### src/rtl/tpu_isa_pkg.sv
// tpu_isa_pkg: shared ISA field layout, opcodes and issue-queue state encoding
package tpu_isa_pkg;
    localparam int IW = 16;
    localparam int AW = 13;
    localparam int OPC_MSB = 15;
    localparam int OPC_LSB = 13;
    localparam logic [IW-1:0] NOP_INSTR = 16'h0000;
    typedef enum logic [2:0] {
        OP_NOP     = 3'b000,
        OP_LOAD_W  = 3'b001,
        OP_LOAD_X  = 3'b010,
        OP_COMPUTE = 3'b011,
        OP_STORE   = 3'b100,
        OP_SYNC    = 3'b101,
        OP_HALT    = 3'b110,
        OP_WAIT    = 3'b111
    } opcode_t;
    typedef enum logic [1:0] {S_IDLE, S_RUN, S_WAIT, S_HALTED} issue_state_t;
endpackage

### src/rtl/instr_issue_queue_if.sv
// instr_issue_queue_if: host-to-queue instruction valid/ready handshake
interface instr_issue_queue_if #(parameter int IW = 16);
    logic in_valid;
    logic [IW-1:0] in_instr;
    logic in_ready;
    modport master(output in_valid, in_instr, input in_ready);
    modport slave(input in_valid, in_instr, output in_ready);
endinterface

### src/rtl/sync_fifo.sv
// sync_fifo: single-clock FIFO, push refused when full even alongside a pop
module sync_fifo #(
    parameter int DEPTH = 8,
    parameter int IW = 16
) (
    input  logic clk,
    input  logic reset,
    input  logic push,
    input  logic pop,
    input  logic [IW-1:0] din,
    output logic [IW-1:0] dout,
    output logic full,
    output logic empty,
    output logic [$clog2(DEPTH):0] count
);
    localparam int PW = $clog2(DEPTH);
    logic [IW-1:0] mem [DEPTH];
    logic [PW-1:0] wp, rp;
    logic do_push, do_pop;
    assign full = count == (PW+1)'(DEPTH);
    assign empty = count == '0;
    assign do_push = push && !full;
    assign do_pop = pop && !empty;
    assign dout = mem[rp];
    always_ff @(posedge clk) begin
        if (reset) begin
            wp <= '0;
            rp <= '0;
            count <= '0;
        end else begin
            wp <= do_push ? wp + 1'b1 : wp;
            rp <= do_pop ? rp + 1'b1 : rp;
            count <= count + (PW+1)'(do_push) - (PW+1)'(do_pop);
        end
    end
    always_ff @(posedge clk) if (do_push) mem[wp] <= din;
endmodule

### src/rtl/instr_issue_queue.sv
// instr_issue_queue: buffers host instructions and issues them, executing WAIT/HALT locally; IQ_PERF_CNT_EN adds issued_count
module instr_issue_queue #(
    parameter int DEPTH = 8,
    parameter int IW = 16,
    parameter int AW = 13
) (
    input  logic clk,
    input  logic reset,
    input  logic start,
    instr_issue_queue_if.slave host,
    output logic [IW-1:0] instruction,
    output logic busy,
    output logic halted,
    output logic [$clog2(DEPTH):0] fifo_count
`ifdef IQ_PERF_CNT_EN
    ,
    output logic [31:0] issued_count
`endif
);
    import tpu_isa_pkg::*;
    issue_state_t state, state_n;
    logic [AW-1:0] wcnt, wcnt_n;
    logic [IW-1:0] head, instr_n;
    logic empty, full, pop;
    opcode_t op;
    assign op = opcode_t'(head[OPC_MSB:OPC_LSB]);
    assign pop = state == S_RUN && !empty;
    assign host.in_ready = !full;
    assign busy = state == S_RUN || state == S_WAIT;
    assign halted = state == S_HALTED;
    sync_fifo #(.DEPTH(DEPTH), .IW(IW)) u_fifo (
        .clk(clk),
        .reset(reset),
        .push(host.in_valid),
        .pop(pop),
        .din(host.in_instr),
        .dout(head),
        .full(full),
        .empty(empty),
        .count(fifo_count)
    );
    always_comb begin
        state_n = state;
        wcnt_n = wcnt;
        instr_n = NOP_INSTR;
        case (state)
            S_IDLE, S_HALTED: state_n = start ? S_RUN : state;
            S_RUN: if (pop) begin
                if (op == OP_WAIT) begin
                    state_n = head[AW-1:0] != '0 ? S_WAIT : S_RUN;
                    wcnt_n = head[AW-1:0];
                end else if (op == OP_HALT) state_n = S_HALTED;
                else instr_n = head;
            end
            S_WAIT: begin
                wcnt_n = wcnt - 1'b1;
                state_n = wcnt == AW'(1) ? S_RUN : S_WAIT;
            end
            default: state_n = S_IDLE;
        endcase
    end
    always_ff @(posedge clk) begin
        if (reset) begin
            state <= S_IDLE;
            wcnt <= '0;
            instruction <= NOP_INSTR;
        end else begin
            state <= state_n;
            wcnt <= wcnt_n;
            instruction <= instr_n;
        end
    end
`ifdef IQ_PERF_CNT_EN
    always_ff @(posedge clk) issued_count <= reset ? '0 : issued_count + 32'(pop);
`endif
endmodule

### src/flat_wrapper.sv
// flat-port wrapper written by rule: the top's interface ports become plain ports
module instr_issue_queue_flat import tpu_isa_pkg::*;
#(
    parameter int DEPTH = 8,
    parameter int IW = 16,
    parameter int AW = 13
)
  (clk, reset, start, instruction, busy, halted, fifo_count, host_in_valid, host_in_instr, host_in_ready);
  instr_issue_queue_if #(.IW(IW)) host_i ();
  input  logic clk;
  input  logic reset;
  input  logic start;
  output logic [IW-1:0] instruction;
  output logic busy;
  output logic halted;
  output logic [$clog2(DEPTH):0] fifo_count;
  input wire logic [$bits(host_i.in_valid)-1:0] host_in_valid;
  input wire logic [$bits(host_i.in_instr)-1:0] host_in_instr;
  output wire logic [$bits(host_i.in_ready)-1:0] host_in_ready;
  assign host_i.in_valid = host_in_valid;
  assign host_i.in_instr = host_in_instr;
  assign host_in_ready = host_i.in_ready;
  instr_issue_queue #(.DEPTH(DEPTH), .IW(IW), .AW(AW)) u_core (.clk(clk), .reset(reset), .start(start), .host(host_i), .instruction(instruction), .busy(busy), .halted(halted), .fifo_count(fifo_count));
endmodule
### config.mk
export PLATFORM = sky130hd
export DESIGN_NAME = instr_issue_queue_flat
export DESIGN_NICKNAME = d
export VERILOG_FILES = /design/src/rtl/tpu_isa_pkg.sv /design/src/rtl/instr_issue_queue_if.sv /design/src/rtl/sync_fifo.sv /design/src/rtl/instr_issue_queue.sv /design/src/flat_wrapper.sv
export SDC_FILE = /design/constraint.sdc
export NUM_CORES = 1
export LEC_CHECK = 0
export BUFFER_PORTS_ARGS = -buffer_cell sky130_fd_sc_hd__buf_2
export CELL_PAD_IN_SITES_DETAIL_PLACEMENT = 1
export CELL_PAD_IN_SITES_GLOBAL_PLACEMENT = 1
export CORE_UTILIZATION = 54
export CTS_BUF_LIST = sky130_fd_sc_hd__clkbuf_4
export DETAILED_ROUTE_END_ITERATION = 8
export GPL_ROUTABILITY_DRIVEN = 0
export HOLD_SLACK_MARGIN = 0.12
export PLACE_DENSITY = 0.81
export SYNTH_ARGS = -nofsm -noshare
export SYNTH_HDL_FRONTEND = slang
export SYNTH_HIERARCHICAL = 1
export SYNTH_SLANG_ARGS = --single-unit
### constraint.sdc
create_clock -name clk -period 3.7 [get_ports clk]
set_input_delay 0.74 -clock clk [delete_from_list [all_inputs] [get_ports clk]]
set_output_delay 0.74 -clock clk [all_outputs]
set_load 0.05 [all_outputs]
==> flow_metrics.py <==
metrics = {
    "routing": {
        "dr.first_iter.drc_count": 266,
        "drc": 0,
        "vias": 4010,
        "drtAntennaViolNets": 0,
        "first_pass_iters": 4,
        "drt_wl_total_mm": 15.1,
        "routedWlPerCell_um": 22.2,
        "avgViaCountPerCell": 5.87,
    },
    "power_and_ir_drop": {
        "vdd_ir_drop_max_uv": 351,
        "p_leak_nw": 2.72,
        "power_density_mw_per_mm2": 574,
    },
    "clock_tree": {
        "cts_buffer_depth": 2,
        "cts_hold_buffers": 0,
        "cts_tree": "built",
        "clk-insertion-delay-late_ps": 550,
        "clk_pin_slew_ps": 140,
        "cts_setup_buffers": 0,
        "numCtsBuffers": 17,
        "cts_sinks": 172,
        "htree_levels": 4,
        "cts_resized": 0,
        "root_buffer": "clkbuf_4",
    },
    "layout": {
        "nNetsFinal": 531,
        "syn2layout_area_growth_pct": 10.0,
        "drive_gt1_share_pct": 24.5,
        "n_antenna_cell": 0,
    },
    "yosys": {
        "async_flop_share_pct": 0,
        "synth_area_sq_mm": 0.00713,
        "syn-num-nets": 474,
        "seq_area_frac_synth_pct": 66.2,
        "synth_cell_type_count": 54,
        "synth_ff_type": "edfxtp_1",
        "synth_cells": 441,
        "synth_edf_count": 128,
        "ys.warnings.count": 6,
        "ys_ff_latch": 172,
        "synth_area_per_cell_sq_um": 16.2,
    },
    "global_routing": {
        "grt.overflow.total": 0,
        "grt_pass1_vias": 4138,
        "grt_first_pass_wirelength_mm": 23.3,
        "grt_use_total_pct": 24.3,
        "antenna_found_initial": 1,
        "grt_start_max_net_pins": 32,
    },
    "timing": {
        "tns_ps": 0,
        "finalHoldViolations": 0,
        "relSlewSlack_pct": 25.2,
        "min_period_ps": 3060,
        "tightest_slew_ps": 1120,
        "setup_violations": 0,
        "clock-skew-final_ps": 14.4,
        "finalCritPeriodShare_pct": 82.7,
        "fin_ws_ps": 640,
        "fmax_ghz": 0.327,
        "slew_viol_final": 0,
        "rsz0062_at_grt": "false",
    },
    "floorplanning": {
        "rows": 41,
        "num_io_pins": 43,
        "initial_core_util_pct": 55.8,
        "core-area_sq_mm": 0.0128,
        "die_w_um": 117,
        "die-area_sq_mm": 0.0137,
        "die_h_um": 117,
    },
    "hold_path": {
        "hold_path_class": "in2reg",
        "min_path_cells": 1,
    },
    "worst_setup_path": {
        "reg2regPathDepth": 7,
        "cp_max_fo": 15,
        "end_kind": "flop",
        "cp_data_required_time_ps": 4170,
        "critPathKind": "reg2reg",
        "critPathLaunchType": "flop",
        "cp.arrival_ps": 3530,
    },
    "placement": {
        "dp_hpwl_mm": 9.92,
        "place_ws_ps": 636,
        "portBuffers": 42,
    },
    "flow_run": {
        "cap_violations": 0,
    },
    "outcome": {
        "status": "finished clean",
    },
}
[path summary, 6_finish.rpt]
path	slack, ps	from	endpoint
min	440	host_in_instr[8]	u_core/u_fifo/mem[0][8]
max reg2reg	640	flop	u_core/state[0]
min reg2reg	530	u_core/wcnt[9]	u_core/wcnt[9]
max	640	flop	u_core/state[0]
[area by class of cell]
cell class | count | area, sq um
inverter | 15 | 56.3
fill | 1178 | 4920
multi-input combinational | 232 | 2250
sequential | 172 | 4720
clock inverter | 13 | 118
timing repair buffer | 60 | 345
tap | 172 | 215
clock buffer | 19 | 143
[cell usage after synthesis (2+ instances only)]
| cell type | instances | share of area [%] |
|---|---|---|
| o21a_1 | 3 | 0.32 |
| ha_1 | 12 | 2.1 |
| a31oi_1 | 4 | 0.35 |
| nor2b_1 | 8 | 0.70 |
| nand2_1 | 10 | 0.53 |
| o31ai_1 | 2 | 0.21 |
| a211oi_1 | 6 | 0.63 |
| mux2_2 | 20 | 3.2 |
| or4_1 | 5 | 0.53 |
| nor3_1 | 10 | 0.70 |
| buf_2 | 2 | 0.14 |
| a32oi_1 | 2 | 0.25 |
| nor4_1 | 7 | 0.61 |
| mux4_1 | 28 | 10 |
| mux4_2 | 4 | 1.3 |
| clkbuf_1 | 10 | 0.53 |
| nor2_1 | 17 | 0.89 |
| nand3b_1 | 2 | 0.21 |
| buf_1 | 3 | 0.16 |
| edfxtp_1 | 128 | 54 |
| and2_1 | 19 | 1.7 |
| or3_1 | 3 | 0.26 |
| dfxtp_1 | 44 | 12 |
| nand4_1 | 2 | 0.18 |
| buf_6 | 6 | 0.95 |
| o22ai_1 | 2 | 0.18 |
| o21ai_0 | 12 | 0.84 |
| a21oi_1 | 16 | 1.1 |
| inv_1 | 14 | 0.74 |
| a311oi_1 | 2 | 0.25 |
| mux2i_1 | 2 | 0.28 |
| nand3_1 | 7 | 0.49 |
| nand2b_1 | 8 | 0.70 |
[placed cells by master (no fill, tap or decap), drive strengths merged, types with 8 or more instances in the layout]
cell	n
dfxtp	44
inv	19
mux2	20
ha	12
mux4	32
clkbuf	19
nor3	10
and2	20
nand2b	8
nand2	11
edfxtp	128
nor2	17
buf	60
a21oi	16
o21ai	13
nor2b	8
[stage by stage]
stage | std cells | total power [mW] | hold WS (ps) | instance area (sq um) | util, %
2_1_floorplan | 441 | 3.21 | 475 | 7130 | -
3_3_place_gp | 651 | 3.50 | 488 | 7590 | 59.4
3_5_place_dp | 651 | 3.55 | 509 | 7590 | 59.4
4_1_cts | 683 | 4.54 | 377 | 7850 | 61.4
5_1_grt | 683 | 4.72 | 380 | 7850 | 61.4
6_report | 683 | 4.51 | 435 | 7850 | 61.4
[metal layers]
metal  GRT usage (%)  routed length (um)  vias up
met5               0                   8        -
met4            6.33                 154        2
met3            7.05                 638       15
met2            40.6                7680       85
met1            31.6                6650     2043
li1                -                   -     1865
[critical path: stages, from the launching register on]
cell,delay (ps)
dfxtp_1,620
buf_4,350
mux4_1,620
mux2_2,340
nor4_1,300
nand4_1,200
a41o_1,280
a311oi_1,270
[cells by family (layout without fill, tap and decap cells)]
| kind of cell | Yosys count | after routing | share of synthesized area (%) |
|---|---|---|---|
| DFF | 172 | 172 | 66.2 |
| muxes | 54 | 54 | 15.0 |
| xor gates and xnor gates | 2 | 2 | 0.246 |
| AOI/OAI and AO/OA | 60 | 60 | 5.46 |
| adders and majority gates | 13 | 13 | 2.39 |
| buffers and inverters | 37 | 107 | 2.63 |
| and+or+nand+nor | 103 | 103 | 8.03 |
[state kept, by name, summed over array words and instances (netlist names), named ones only]
| name | count |
|---|---|
| u_core/u_fifo/wp | 3 |
| u_core/instruction | 16 |
| u_core/u_fifo/count | 4 |
| u_core/state | 2 |
| u_core/u_fifo/mem | 128 |
| u_core/wcnt | 13 |
| u_core/u_fifo/rp | 3 |
[where the power goes]
| group | total [mW] | switching [mW] | leakage (nW) | internal [mW] |
|---|---|---|---|---|
| combinational | 1.18 | 0.746 | 1.07 | 0.431 |
| clock | 0.992 | 0.639 | 0.139 | 0.353 |
| sequential | 2.34 | 0.106 | 1.52 | 2.23 |
| total | 4.51 | 1.49 | 2.72 | 3.01 |
Note: power is estimated with default switching activity, not from simulation.
